**config.mk**
```make
export PLATFORM = sky130hd
export DESIGN_NAME = pc_fetch_unit
export DESIGN_NICKNAME = d
export VERILOG_FILES = /design/src/rtl/pc_fetch_unit.sv
export SDC_FILE = /design/constraint.sdc
export NUM_CORES = 1
export LEC_CHECK = 0
export BUFFER_PORTS_ARGS = -buffer_cell sky130_fd_sc_hd__buf_2
export CORE_MARGIN = 3
export CORE_UTILIZATION = 41
export DETAILED_ROUTE_END_ITERATION = 10
export HOLD_SLACK_MARGIN = 0.05
export PLACE_DENSITY = 0.75
export SYNTH_ARGS = -nofsm -noshare
export SYNTH_HDL_FRONTEND = slang
export SYNTH_SLANG_ARGS = --single-unit
```
**constraint.sdc**
```tcl
create_clock -name clk -period 1.6 [get_ports clk]
set_clock_uncertainty 0.15 [all_clocks]
set_input_delay 0.32 -clock clk [delete_from_list [all_inputs] [get_ports clk]]
set_output_delay 0.32 -clock clk [all_outputs]
set_load 0.02 [all_outputs]
```
**src/rtl/pc_fetch_unit.sv**
```systemverilog
// pc_fetch_unit
//   Program-counter register and single-outstanding instruction-fetch sequencer.
//   Holds the PC and issues one fetch at a time over the imem req/ack handshake.
//   It presents IR, PC and PC_plus_4 downstream over a valid/ready handshake, then
//   commits the next PC from the branch stage (NPC qualified by npc_valid).
//
// Parameters
//   RESET_PC     PC loaded on reset (word-aligned)
//
// Ports
//   clk, rst_n               clock, asynchronous active-low reset
//   start                    leave IDLE and begin fetching at the current PC
//   halt                     after the next NPC commit, return to IDLE
//   NPC, npc_valid           next PC from the branch stage, 1-cycle pulse
//   imem_req, imem_addr      fetch request and address (address = PC)
//   imem_ack, imem_rdata     fetch completion and instruction word
//   IR, PC, PC_plus_4        registered instruction, its address, address + 4
//   ir_valid, ir_ready       downstream valid/ready handshake
//   misalign                 sticky flag: a committed NPC was not word-aligned
//   fetch_count, stall_count performance counters
//
// Configuration
//   FETCH_PERF_EN  when defined, fetch_count counts ISSUE handshakes and
//                  stall_count counts REQ cycles without imem_ack. When
//                  undefined, both ports are tied to zero.

module pc_fetch_unit #(
  parameter logic [31:0] RESET_PC = 32'h0000_0000
) (
  input  logic        clk,
  input  logic        rst_n,
  input  logic        start,
  input  logic        halt,
  input  logic [31:0] NPC,
  input  logic        npc_valid,
  output logic        imem_req,
  output logic [31:0] imem_addr,
  input  logic        imem_ack,
  input  logic [31:0] imem_rdata,
  output logic [31:0] IR,
  output logic [31:0] PC,
  output logic [31:0] PC_plus_4,
  output logic        ir_valid,
  input  logic        ir_ready,
  output logic        misalign,
  output logic [31:0] fetch_count,
  output logic [31:0] stall_count
);

  typedef enum logic [2:0] {
    S_IDLE,
    S_REQ,
    S_ISSUE,
    S_WAIT_NPC,
    S_FAULT
  } state_t;

  state_t state;
  state_t state_next;
  state_t commit_target;

  logic handshake;
  logic commit;
  logic npc_misaligned;

  // The downstream handshake only counts while the instruction is being issued.
  // A PC commit happens either in WAIT_NPC or together with that handshake.
  assign handshake      = (state == S_ISSUE) && ir_valid && ir_ready;
  assign commit         = npc_valid && (handshake || (state == S_WAIT_NPC));
  assign npc_misaligned = (NPC[1:0] != 2'b00);

  // The request and address come straight from state and PC, so a reset
  // drops imem_req without waiting for a clock edge.
  assign imem_req  = (state == S_REQ);
  assign imem_addr = PC;

  // Where the FSM goes once a PC commit happens: a misaligned target traps in
  // FAULT, otherwise halt decides between stopping and fetching again.
  always_comb begin
    commit_target = S_REQ;
    if (npc_misaligned) begin
      commit_target = S_FAULT;
    end else if (halt) begin
      commit_target = S_IDLE;
    end
  end

  // Next-state logic. FAULT is left only through reset.
  always_comb begin
    state_next = state;
    case (state)
      S_IDLE: begin
        if (start) state_next = S_REQ;
      end
      S_REQ: begin
        if (imem_ack) state_next = S_ISSUE;
      end
      S_ISSUE: begin
        if (handshake) state_next = npc_valid ? commit_target : S_WAIT_NPC;
      end
      S_WAIT_NPC: begin
        if (npc_valid) state_next = commit_target;
      end
      S_FAULT: begin
        state_next = S_FAULT;
      end
      default: begin
        state_next = S_IDLE;
      end
    endcase
  end

  // State register
  always_ff @(posedge clk or negedge rst_n) begin
    if (!rst_n) begin
      state <= S_IDLE;
    end else begin
      state <= state_next;
    end
  end

  // Fetch datapath. IR and PC_plus_4 load together on the imem ack. They then
  // stay put until the next ack, so they are stable while the downstream stalls.
  // A misaligned NPC is still loaded into PC so it can be inspected after the trap.
  always_ff @(posedge clk or negedge rst_n) begin
    if (!rst_n) begin
      PC        <= RESET_PC;
      PC_plus_4 <= RESET_PC + 32'd4;
      IR        <= 32'h0;
      ir_valid  <= 1'b0;
      misalign  <= 1'b0;
    end else begin
      if ((state == S_REQ) && imem_ack) begin
        IR        <= imem_rdata;
        PC_plus_4 <= PC + 32'd4;
        ir_valid  <= 1'b1;
      end else if (handshake) begin
        ir_valid <= 1'b0;
      end
      if (commit) begin
        PC <= NPC;
        if (npc_misaligned) misalign <= 1'b1;
      end
    end
  end

`ifdef FETCH_PERF_EN
  // Free-running performance counters. They wrap naturally at 2^32.
  always_ff @(posedge clk or negedge rst_n) begin
    if (!rst_n) begin
      fetch_count <= 32'h0;
      stall_count <= 32'h0;
    end else begin
      if (handshake) fetch_count <= fetch_count + 32'd1;
      if ((state == S_REQ) && !imem_ack) stall_count <= stall_count + 32'd1;
    end
  end
`else
  assign fetch_count = 32'h0;
  assign stall_count = 32'h0;
`endif

endmodule

```
==> impl_metrics.ini <==
[pwr]
p_int_mw = 8.56
leakagePower_nw = 3.85
combinationalPowerShare_pct = 56.3
power_density_mw_per_mm2 = 2070
switching_share_pct = 45.1
seq_power_share_pct = 30.6
ir_drop_uv = 1180
pwr-share-clk_pct = 13.0
p_sw_mw = 7.04

[critical_path]
ff2ff_path_depth = 5
cp.required_ns = 1.13
startpoint = state[1]
r2r_start = state[1]
cp-start-kind = flop
endpoint = imem_req
cp_max_fo = 2
path_class = flop to output pin
crit_arrival_ns = 1.26
end_kind = output pin
rr_endpoint = PC_plus_4[12]
rrSetupSlack_ns = -0.13

[die]
dieWidth_um = 118
initial_core_util_pct = 42.5
dieArea_sq_mm = 0.0140
row_count = 40
core_sq_mm = 0.0122
io_pins = 266
die_h_um = 118

[yosys]
synth-edff-count = 0
avgSynthCellArea_sq_um = 9.93
synth_area_sq_mm = 0.00517
yosys_warnings = 0
synthFlopType = dfrtp_1
postSynthCellCount = 521
ys_types = 42
synthArstFlopShare_pct = 100
synth.ff_latch_count = 101
ys_seq_area_share_pct = 48.9

[layout]
final_cell_mix = buf_2 (198), nand2_1 (133), dfrtp_1 (72)
diodes = 0
fillers = 1041
nNetsFinal = 865
stdcell_count = 966
syn_to_final_growth_pct = 45.3
drive_gt1_share_pct = 49.7
multi_input_area_sq_mm = 0.00226
final_common_cell = buf_2
seqCellArea_sq_mm = 0.00256
post-route-util_pct = 61.8

[sta]
drv_slew = 0
fin_crit_ns = 1.73
setup_ws_ns = -0.135
setup_violations = 96
hold_viol_final = 0
period_share_pct = 108
whs_ns = 0.0593
rsz0062_at_grt = yes
fmax_mhz = 576

[route]
drt_wl_total_um = 14500
firstDrtPassIters = 4
drt-wirelength-per-cell_um = 15.0
drc_errors = 0
vias = 4303
drt-initial-drc-count = 224
post_drt_via_cell_ratio = 4.45
ant_nets = 0

[global_route]
grt.total_usage_pct = 20.0
antenna_found_initial = 0
gr-total-overflow = 0
grt_pass1_vias = 4348
grt_max_degree = 72
grt_pass1_wl_um = 22200

[placed_design]
dp_hpwl_um = 9400
gp_congestion = 0.844
dp.cells = 893
portBuffers = 201

[clocking]
root_buffer = clkbuf_16
cts_buffers = 9
clk_latency_ns = 0.34
tritoncts = built
path_clk_slew_ns = 0.07
htree_num_levels = 3
clockBufferDepth = 2
cts.sinks = 101

[flow_run]
cap_violations = 0

[run_status]
failed_checks = setup timing
status = finished with violations

[min_path]
worst_hold_path_type = input pin to flop
-- area by class of cell --
type                            count  area share, %
Timing Repair Buffer              313           29.4
Clock buffer                       11           3.23
Tap cell                          168           2.80
Sequential cell                   101           34.1
Inverter                            2         0.0999
Clock inverter                      5          0.366
Multi-Input combinational cell    366           30.0
-- flip-flops by register name (all words and copies together) (netlist names) --
signal,cells
state,3
IR,32
PC,32
ir_valid,1
misalign,1
PC_plus_4,32
-- power groups by stage --
stage | Combinational (mW) | Clock, mW | Sequential (mW)
after floorplan | 3.83 | 0 | 6.40
final | 8.79 | 2.03 | 4.77
after global placement | 7.83 | 0 | 4.70
after CTS | 8.37 | 2.08 | 4.72
after detailed placement | 7.95 | 0 | 4.76
after global routing | 9.47 | 2.20 | 4.94
-- cell families (layout without fill, tap and decap cells) --
family | count (synthesis) | count (layout) | synth area share (%)
XOR/XNOR | 27 | 27 | 4.57
other | 1 | 64 | 0.0725
AO/OA/AOI/OAI | 35 | 35 | 3.60
buffers and inverters | 117 | 331 | 16.4
adder cells (fa/ha/maj) | 1 | 1 | 0.242
multiplexers | 31 | 31 | 6.75
flip-flops | 101 | 101 | 48.9
AND/OR/NAND/NOR | 208 | 208 | 19.4
-- worst min path at each step --
stage	from	to	slack [ns]	depth (start not counted)
finish	NPC[16]	PC[16]	0.06	2
global route	NPC[28]	PC[28]	0.05	2
CTS	NPC[2]	PC[2]	0.05	2
detailed placement	rst_n	IR[18]	0.24	2
global placement	rst_n	PC_plus_4[17]	0.22	2
floorplan	rst_n	IR[0]	-0.13	0
-- worst max-delay path, stage by stage, from the launching register on --
cell and delay [ns]:
dfrtp_1 0.39, buf_6 0.13, buf_6 0.11, nor3b_2 0.14
buf_4 0.16
-- cell usage after synthesis (4+ instances only) --
| cell type | number | area [sq um] |
|---|---|---|
| clkbuf_1 | 5 | 18.8 |
| buf_4 | 96 | 721 |
| dfrtp_1 | 100 | 2500 |
| o21ai_1 | 26 | 130 |
| buf_6 | 4 | 45.0 |
| xnor2_1 | 9 | 78.8 |
| and3_1 | 4 | 25.0 |
| nand2_1 | 146 | 548 |
| nor3_1 | 5 | 25.0 |
| nand4_1 | 8 | 50.1 |
| buf_2 | 9 | 45.0 |
| nand3_1 | 9 | 45.0 |
| xor2_1 | 18 | 158 |
| mux2_2 | 29 | 327 |
| nor2_1 | 13 | 48.8 |
-- layer usage --
metal  track usage, %  share of wire [%]  vias up
met4             7.62                2.8        0
met2             35.0                 50      182
li1                 -                  -     2085
met3             4.83                6.7       29
met1             23.6                 40     2007
met5                0                  0        -
-- stage by stage --
step           setup WS, ns  TNS, ns  power, mW  instance area, sq um
6_report             -0.135    -7.73       15.6                  7520
5_1_grt              -0.196   -14.26       16.6                  7520
4_1_cts              -0.162    -5.28       15.2                  7280
3_5_place_dp        -0.0621   -0.850       12.7                  6420
3_3_place_gp        -0.0299   -0.235       12.5                  6420
2_1_floorplan        -0.139   -0.786       10.2                  5570
-- timing repair --
item | 4_1_cts | 5_1_grt
setup buffers | 7 | 2
cloned | 3 | 4
gates resized for setup | 12 | 38
setup endpoints to repair | 42 | 100
endpoints found under the hold margin | 141 | 0
pin swaps | 6 | 11
hold buffers | 42 | 0
No activity file was read; power rests on OpenSTA's default activity.
